## src/rtl/bus_cycle_pkg.sv

```systemverilog
// Shared types and constants for the 8088 slave-side bus cycle controller.
// Cycle-type helpers keep the port routing decisions in one place.
package bus_cycle_pkg;

  typedef enum logic [1:0] {
    IDLE,
    REQ,
    INTA_W,
    HOLD
  } state_t;

  typedef enum logic [2:0] {
    CYC_MEM_RD,
    CYC_MEM_WR,
    CYC_IO_RD,
    CYC_IO_WR,
    CYC_INTA
  } cycle_t;

  localparam logic [7:0] IDLE_DATA = 8'hFF;

  function automatic logic cyc_is_io(input cycle_t c);
    return (c == CYC_IO_RD) || (c == CYC_IO_WR);
  endfunction

  function automatic logic cyc_is_wr(input cycle_t c);
    return (c == CYC_MEM_WR) || (c == CYC_IO_WR);
  endfunction

  function automatic logic cyc_is_rd(input cycle_t c);
    return (c == CYC_MEM_RD) || (c == CYC_IO_RD);
  endfunction

endpackage

```

## src/rtl/bus_wait_timer.sv

```systemverilog
// Wait-state / timeout counter: cleared on cycle start, counts while enabled,
// saturates so a disabled timeout can never wrap back under MIN_WAIT.
module bus_wait_timer #(
  parameter int unsigned MIN_WAIT = 0,
  parameter int unsigned TIMEOUT  = 255,
  parameter int unsigned TO_W     = 8
) (
  input  logic clk_i,
  input  logic rst_i,
  input  logic clr_i,
  input  logic en_i,
  output logic min_done_o,
  output logic expired_o
);

  logic [TO_W-1:0] cnt_reg;

  always_ff @(posedge clk_i or posedge rst_i) begin
    if (rst_i) begin
      cnt_reg <= '0;
    end else if (clr_i) begin
      cnt_reg <= '0;
    end else if (en_i && (cnt_reg != '1)) begin
      cnt_reg <= cnt_reg + TO_W'(1);
    end
  end

  generate
    if (MIN_WAIT == 0) begin : g_no_min
      assign min_done_o = 1'b1;
    end else begin : g_min
      assign min_done_o = (cnt_reg >= TO_W'(MIN_WAIT));
    end

    if (TIMEOUT == 0) begin : g_no_timeout
      assign expired_o = 1'b0;
    end else begin : g_timeout
      assign expired_o = (cnt_reg == TO_W'(TIMEOUT));
    end
  endgenerate

endmodule

```

## src/rtl/bus_cycle_ctrl.sv

```systemverilog
// Slave-side bus cycle controller for the 8088 multiplexed bus: latches the
// address on ALE, routes each cycle to the memory or IO port, and stalls READY.
module bus_cycle_ctrl
  import bus_cycle_pkg::*;
#(
  parameter int unsigned MIN_WAIT = 0,
  parameter int unsigned TIMEOUT  = 255,
  parameter int unsigned TO_W     = 8
) (
  input  logic        clk_i,
  input  logic        rst_i,
  input  logic        ale_i,
  input  logic        rd_i,
  input  logic        wr_i,
  input  logic        iom_i,
  input  logic        inta_i,
  input  logic [19:0] ad_i,
  output logic [7:0]  ad_o,
  output logic        ready_o,
  output logic        mem_req_o,
  output logic        mem_we_o,
  output logic [19:0] mem_addr_o,
  output logic [7:0]  mem_wdata_o,
  input  logic        mem_ack_i,
  input  logic [7:0]  mem_rdata_i,
  output logic        io_req_o,
  output logic        io_we_o,
  output logic [15:0] io_addr_o,
  output logic [7:0]  io_wdata_o,
  input  logic        io_ack_i,
  input  logic [7:0]  io_rdata_i,
  input  logic [7:0]  irq_vec_i,
  output logic        inta_ack_o,
  output logic        timeout_o,
  output logic        busy_o
);

  state_t      state_reg, state_next;
  cycle_t      cyc_reg, cyc_next;
  logic [19:0] addr_reg, addr_next;
  logic [7:0]  wdata_reg, wdata_next;
  logic [7:0]  ad_reg, ad_next;
  logic        req_reg, req_next;
  logic        ack_seen_reg, ack_seen_next;
  logic        ready_reg, ready_next;
  logic        phase_reg, phase_next;
  logic        inta_ack_reg, inta_ack_next;
  logic        timeout_reg, timeout_next;

  logic        tmr_clr, tmr_en, min_done, expired;
  logic        slave_ack;
  logic [7:0]  slave_rdata;

  bus_wait_timer #(
    .MIN_WAIT (MIN_WAIT),
    .TIMEOUT  (TIMEOUT),
    .TO_W     (TO_W)
  ) u_timer (
    .clk_i      (clk_i),
    .rst_i      (rst_i),
    .clr_i      (tmr_clr),
    .en_i       (tmr_en),
    .min_done_o (min_done),
    .expired_o  (expired)
  );

  assign tmr_en      = (state_reg == REQ) || (state_reg == INTA_W);
  assign slave_ack   = cyc_is_io(cyc_reg) ? io_ack_i : mem_ack_i;
  assign slave_rdata = cyc_is_io(cyc_reg) ? io_rdata_i : mem_rdata_i;

  always_ff @(posedge clk_i or posedge rst_i) begin
    if (rst_i) begin
      state_reg    <= IDLE;
      cyc_reg      <= CYC_MEM_RD;
      addr_reg     <= '0;
      wdata_reg    <= '0;
      ad_reg       <= IDLE_DATA;
      req_reg      <= 1'b0;
      ack_seen_reg <= 1'b0;
      ready_reg    <= 1'b1;
      phase_reg    <= 1'b0;
      inta_ack_reg <= 1'b0;
      timeout_reg  <= 1'b0;
    end else begin
      state_reg    <= state_next;
      cyc_reg      <= cyc_next;
      addr_reg     <= addr_next;
      wdata_reg    <= wdata_next;
      ad_reg       <= ad_next;
      req_reg      <= req_next;
      ack_seen_reg <= ack_seen_next;
      ready_reg    <= ready_next;
      phase_reg    <= phase_next;
      inta_ack_reg <= inta_ack_next;
      timeout_reg  <= timeout_next;
    end
  end

  always_comb begin
    state_next    = state_reg;
    cyc_next      = cyc_reg;
    addr_next     = addr_reg;
    wdata_next    = wdata_reg;
    ad_next       = ad_reg;
    req_next      = req_reg;
    ack_seen_next = ack_seen_reg;
    ready_next    = ready_reg;
    phase_next    = phase_reg;
    inta_ack_next = 1'b0;
    timeout_next  = 1'b0;
    tmr_clr       = 1'b0;

    case (state_reg)
      IDLE: begin
        if (ale_i) addr_next = ad_i;
        // Read takes priority over a simultaneous write strobe.
        if (!rd_i || !wr_i) begin
          state_next    = REQ;
          ready_next    = 1'b0;
          req_next      = 1'b1;
          ack_seen_next = 1'b0;
          tmr_clr       = 1'b1;
          if (!rd_i) begin
            cyc_next = iom_i ? CYC_IO_RD : CYC_MEM_RD;
          end else begin
            cyc_next   = iom_i ? CYC_IO_WR : CYC_MEM_WR;
            wdata_next = ad_i[7:0];
          end
        end else if (!inta_i) begin
          state_next = INTA_W;
          ready_next = 1'b0;
          tmr_clr    = 1'b1;
          cyc_next   = CYC_INTA;
          ad_next    = phase_reg ? irq_vec_i : IDLE_DATA;
        end
      end
      REQ: begin
        if (!ack_seen_reg && slave_ack) begin
          ack_seen_next = 1'b1;
          req_next      = 1'b0;
          if (cyc_is_rd(cyc_reg)) ad_next = slave_rdata;
        end
        // Exit uses the registered ack so READY spans the ack cycle.
        if (ack_seen_reg && min_done) begin
          state_next = HOLD;
          ready_next = 1'b1;
        end else if (!ack_seen_reg && !slave_ack && expired) begin
          state_next   = HOLD;
          ready_next   = 1'b1;
          req_next     = 1'b0;
          ad_next      = IDLE_DATA;
          timeout_next = 1'b1;
        end
      end
      INTA_W: begin
        if (min_done) begin
          state_next    = HOLD;
          ready_next    = 1'b1;
          phase_next    = ~phase_reg;
          inta_ack_next = phase_reg;
        end
      end
      HOLD: begin
        if (rd_i && wr_i && inta_i) begin
          state_next = IDLE;
          ad_next    = IDLE_DATA;
        end
      end
      default: state_next = IDLE;
    endcase
  end

  assign ad_o        = ad_reg;
  assign ready_o     = ready_reg;
  assign mem_req_o   = req_reg && !cyc_is_io(cyc_reg);
  assign mem_we_o    = req_reg && !cyc_is_io(cyc_reg) && cyc_is_wr(cyc_reg);
  assign mem_addr_o  = addr_reg;
  assign mem_wdata_o = wdata_reg;
  assign io_req_o    = req_reg && cyc_is_io(cyc_reg);
  assign io_we_o     = req_reg && cyc_is_io(cyc_reg) && cyc_is_wr(cyc_reg);
  assign io_addr_o   = addr_reg[15:0];
  assign io_wdata_o  = wdata_reg;
  assign inta_ack_o  = inta_ack_reg;
  assign timeout_o   = timeout_reg;
  assign busy_o      = (state_reg != IDLE);

endmodule

```

## config.mk

```make
export PLATFORM = sky130hd
export DESIGN_NAME = bus_cycle_ctrl
export DESIGN_NICKNAME = d
export VERILOG_FILES = /design/src/rtl/bus_cycle_pkg.sv /design/src/rtl/bus_wait_timer.sv /design/src/rtl/bus_cycle_ctrl.sv
export SDC_FILE = /design/constraint.sdc
export NUM_CORES = 1
export LEC_CHECK = 0
export CAP_MARGIN = 25
export CORE_ASPECT_RATIO = 0.75
export CORE_MARGIN = 10
export CORE_UTILIZATION = 29
export DETAILED_ROUTE_END_ITERATION = 6
export MAX_ROUTING_LAYER = met4
export PLACE_DENSITY = 0.59
export SYNTH_ARGS = -nofsm -noshare
export SYNTH_HDL_FRONTEND = slang
export SYNTH_SLANG_ARGS = --single-unit
```

## constraint.sdc

```tcl
create_clock -name clk_i -period 2.74 [get_ports clk_i]
set_clock_uncertainty 0.2 [all_clocks]
set_input_delay 0.411 -clock clk_i [delete_from_list [all_inputs] [get_ports clk_i]]
set_output_delay 0.411 -clock clk_i [all_outputs]
set_load 0.005 [all_outputs]
```

# Word level (Yosys, flattened, before mapping)
# Cells that the tools add are included.
# op_classes
addsub	1
eq_ne	16
mux	44
bitwise	1
reduce_logical	35
# ops
op	count
$mux 8	11
$pmux 8 s3	1
$mux 1	18
$mux 2	8
$reduce_and 3->1	4
$logic_and 1x1->1	10
$add 8x1->8 const B	1
$eq 8x8->1 const B	1
$ne 2x2->1 const B	4
$ne 8x8->1 const B	1
$pmux 2 s4	1
$eq 3x2->1 const B	2
$mux 3	2
$reduce_and 2->1	3
$reduce_bool 2->1	3
$reduce_bool 3->1	2
$logic_not 1->1	5
$logic_or 1x1->1	5
$eq 2x2->1 const B	2
$ne 2x1->1 const B	2
$pmux 1 s2	2
$reduce_and 4->1	1
$eq 3x1->1 const B	1
$logic_not 3->1	1
other kinds (6)	6
# totals
regBits	55
inputBits	53
out_inout_bits	68

# Logic depth before layout (Yosys ltp)
# Gate-level depths: netlist (run 1).
# logic_depth
depth_word	9
ltp_mapped	7

# By module
# From an unflattened synthesis (run 1), not the netlist that was laid out.
# unflattened
cells_unflattened	265
area_unflattened_um2	2942.8
# by_module_without_submodules
module	n_inst	cells_per_inst	area_each_um2
bus_cycle_ctrl	1	215	2439.8
bus_wait_timer	1	50	503.0

# Worst setup path after synthesis (run 1)
# Ideal clock, no wire load.
# synth_timing
path_kind	reg2reg
from	register state_reg[0]
to	register wdata_reg[4], in the netlist io_wdata_o[4]
setup_ns	0.127
arrival_ns	1.631
slack_ns	0.782
stages_incl_launch_ff	6
n_path_buf	1
period_less_slack_ns	1.958
path_cell_list	dfrtp_1 inv_1 ha_1 clkbuf_1 nand3b_1 mux2_1
# synth_between
elab_chain_cells	2
# synth_lines
element	line_no	text
from (decl)	bus_cycle_ctrl.sv:38	state_t state_reg, state_next;
from (signal assigned)	bus_cycle_ctrl.sv:85	state_reg <= state_next;
$logic_not 2->1	bus_cycle_ctrl.sv:113	case (state_reg)
$reduce_and 3->1 (no line)	n/a	
to (signal assigned)	bus_cycle_ctrl.sv:88	wdata_reg <= wdata_next;
to (decl)	bus_cycle_ctrl.sv:41	logic [7:0] wdata_reg, wdata_next;
# No other way between the ends.
# A chain may end at the register's enable or synchronous reset.

# Final worst setup path (run 1)
# layout_timing
from	register state_reg[0]
to	output port busy_o
# layout_between
elab_chain_cells	1
# layout_lines
element	line_no	text
$reduce_bool 2->1	bus_cycle_ctrl.sv:185	assign busy_o = (state_reg != IDLE);
to (decl)	bus_cycle_ctrl.sv:35	output logic busy_o
# No other way between the ends.

==> impl_metrics.toml, run 1 <==
[clock_tree]
cts_tree = "done"
clk-insertion-delay-late_ns = 0.29
cts_hold_buf = 0
clockRootBuffer = "clkbuf_16"
path_clk_slew_ns = 0.08
postCtsSetupBuffers = 0
cts_buffer_depth = 2
cts_buffers = 5
clkSinkCount = 55
cts_max_level = 2
cts.repair.resized = 0

[floorplan]
start_util_pct = 30.0
ios = 121
die_y_um = 104
core_um2 = 9160
dieArea_um2 = 13800
fp-row-count = 30
die_w_um = 132

[worst_setup_path]
startpoint_type = "flip-flop"
worst-r2r-cell-count = 7
cp_num_cells = 4
critPathMaxFanout = 14
cp_num_buf_inv = 3
crit_chain = "inv_1, ha_1, inv_1, clkdlybuf4s50_1"
reg2reg_to = "ad_o[0]"
cp_data_required_time_ns = 2.13
worstSetupStartpoint = "state_reg[0]"
endpoint = "busy_o"
slowest_stage = "clkdlybuf4s50_1"
cp_common_cell = "inv_1"
worst_setup_path_end_kind = "primary output"
reg2reg_from = "state_reg[0]"
arrival_ns = 1.81
crit_family = "buffers and inverters"
cpPeakStageDelay_ns = 0.47
ff2ff_setup_slack_ns = 0.50
critPathKind = "reg2out"

[synthesis]
yosysUniqueCellTypes = 36
synth_edf_count = 0
ys_ff_latch = 55
synth_area_um2 = 2750
yosysSeqAreaShare_pct = 50.4
synth_ff_type = "dfrtp_1"
synthArstFlopShare_pct = 100
syn-num-nets = 312
netlist_instances = 253
ys.warnings.count = 0
syn_avg_cell_area_um2 = 10.9

[sta]
drv_slew = 0
finalSetupTns_ns = 0
tightest_slew_ns = 0.472
setup_viol_count_final = 0
max_freq_mhz = 412
hold_viol_final = 0
fin_crit_sh_pct = 88.5
rsz0062_at_grt = "false"
post-route-min-period_ns = 2.43
max_slew_margin_pct = 68.6
fin_ws_ns = 0.314

[placed_design]
port_buffers = 120
gp_congestion = 0.743
place_ws_ns = 0.350
dpl.hpwl_um = 6020

[global_routing]
antenna_found_initial = 0
grt_max_degree = 56
grt_pass1_wl_um = 12400
grt-ovfl-total = 0
track_usage_pct = 11.0
grt_pass1_vias = 2268

[finish]
most-common-layout-cells = "clkdlybuf4s50_1 (120), dfrtp_1 (46), mux2_1 (26)"
largest_reg_flops = 20
drive_above_1_share_pct = 9.52
fin_nets = 415
diodes = 0
layout.cells.most_common = "clkdlybuf4s50_1"
fillers = 884
syn2layout_area_growth_pct = 50.2

[power_and_ir_drop]
power_density_nw_per_um2 = 1080
vdd_drop_max_mv = 0.600
power.total_mw = 4.46
power_leakage_nw = 1.71

[route]
drc = 0
viasPerCell = 4.58
wl_per_cell_um = 16.0
wl_um = 7780
firstDrtPassIters = 5
num_vias = 2219
drtAntennaViolNets = 0
drtIter0Drc = 119

[min_path]
min_path_type = "reg2reg"

[job]
max_cap_viol_count = 0

[outcome]
status = "complete, no violations"
## kinds of logic after synthesis
group	share of synthesized area (%)
buf+inv	9.05
fa+ha+maj	2.73
simple gates	12.6
flops	50.4
compound gates	8.55
mux	14.1
xor+xnor	2.55
## layout make-up
| class | count | area (um2) | share of cell area (%) |
|---|---|---|---|
| clock buffer | 5 | 125 | 3.03 |
| clock inverter | 3 | 42.5 | 1.03 |
| inverter | 12 | 45.0 | 1.09 |
| multi-input combinational | 156 | 1110 | 27.0 |
| sequential | 55 | 1390 | 33.6 |
| tap | 128 | 160 | 3.87 |
| timing repair buffer | 126 | 1260 | 30.4 |
## how the worst min path moves through the flow
| stage | from | end | cells past startpoint | slack, ns |
|---|---|---|---|---|
| 2_1_floorplan | phase_reg | phase_reg | 1 | 0.25 |
| 3_3_place_gp | mem_addr_o[16] | mem_addr_o[16] | 1 | 0.27 |
| 3_5_place_dp | mem_addr_o[18] | mem_addr_o[18] | 1 | 0.28 |
| 4_1_cts | phase_reg | phase_reg | 1 | 0.30 |
| 5_1_grt | phase_reg | phase_reg | 1 | 0.32 |
| 6_report | phase_reg | phase_reg | 1 | 0.29 |
## worst register-to-register path, stage by stage (launching register included)
cell      delay [ns]
dfrtp_1         0.40
inv_1           0.13
ha_1            0.45
nand2b_1        0.14
o22ai_1         0.13
o21ai_1         0.11
a41oi_2         0.43
o22a_1          0.22
## through the flow
step / area, um2 / instances / util (%) / hold slack (ns)
2_1_floorplan: 2750 / 253 / - / 0.253
3_3_place_gp: 3970 / 477 / 43.3 / 0.273
3_5_place_dp: 3970 / 477 / 43.3 / 0.284
4_1_cts: 4130 / 485 / 45.1 / 0.302
5_1_grt: 4130 / 485 / 45.1 / 0.324
6_report: 4130 / 485 / 45.1 / 0.291
## per-layer routing
metal	vias up	GRT usage [%]	wire, um
met5	-	-	0
met4	0	0.705	0
met3	0	3.86	540
met2	86	16.5	3500
met1	1080	14.6	3740
li1	1053	-	-
## where the power goes
part	total, mW	switching [mW]	internal, mW
registers	1.46	0.266	1.19
clock network	0.736	0.303	0.432
logic	2.27	0.924	1.35
## cells in the mapped netlist (4+ instances only)
master,n,area [um2]
clkbuf_1,5,18.8
o22a_1,8,70.1
nand3_1,10,50.1
nand2_1,25,93.8
a31oi_1,9,56.3
buf_4,24,180
mux2_1,26,293
o21ai_1,6,30.0
mux2_2,5,56.3
nor2_1,20,75.1
ha_1,6,75.1
inv_1,9,33.8
mux2i_1,4,40.0
dfrtp_1,46,1150
xor2_1,5,43.8
dfstp_2,9,236
(Power assumes the default switching activity.)
==> run 2: changes to the inputs <==
--- a/config.mk
+++ b/config.mk
@@ -12,6 +12,7 @@
 export DETAILED_ROUTE_END_ITERATION = 6
 export MAX_ROUTING_LAYER = met4
 export PLACE_DENSITY = 0.59
+export SLEW_MARGIN = 20
 export SYNTH_ARGS = -nofsm -noshare
 export SYNTH_HDL_FRONTEND = slang
 export SYNTH_SLANG_ARGS = --single-unit
==> results of run 2 <==
Final layout, timing and power as in run 1 (identical DEF).
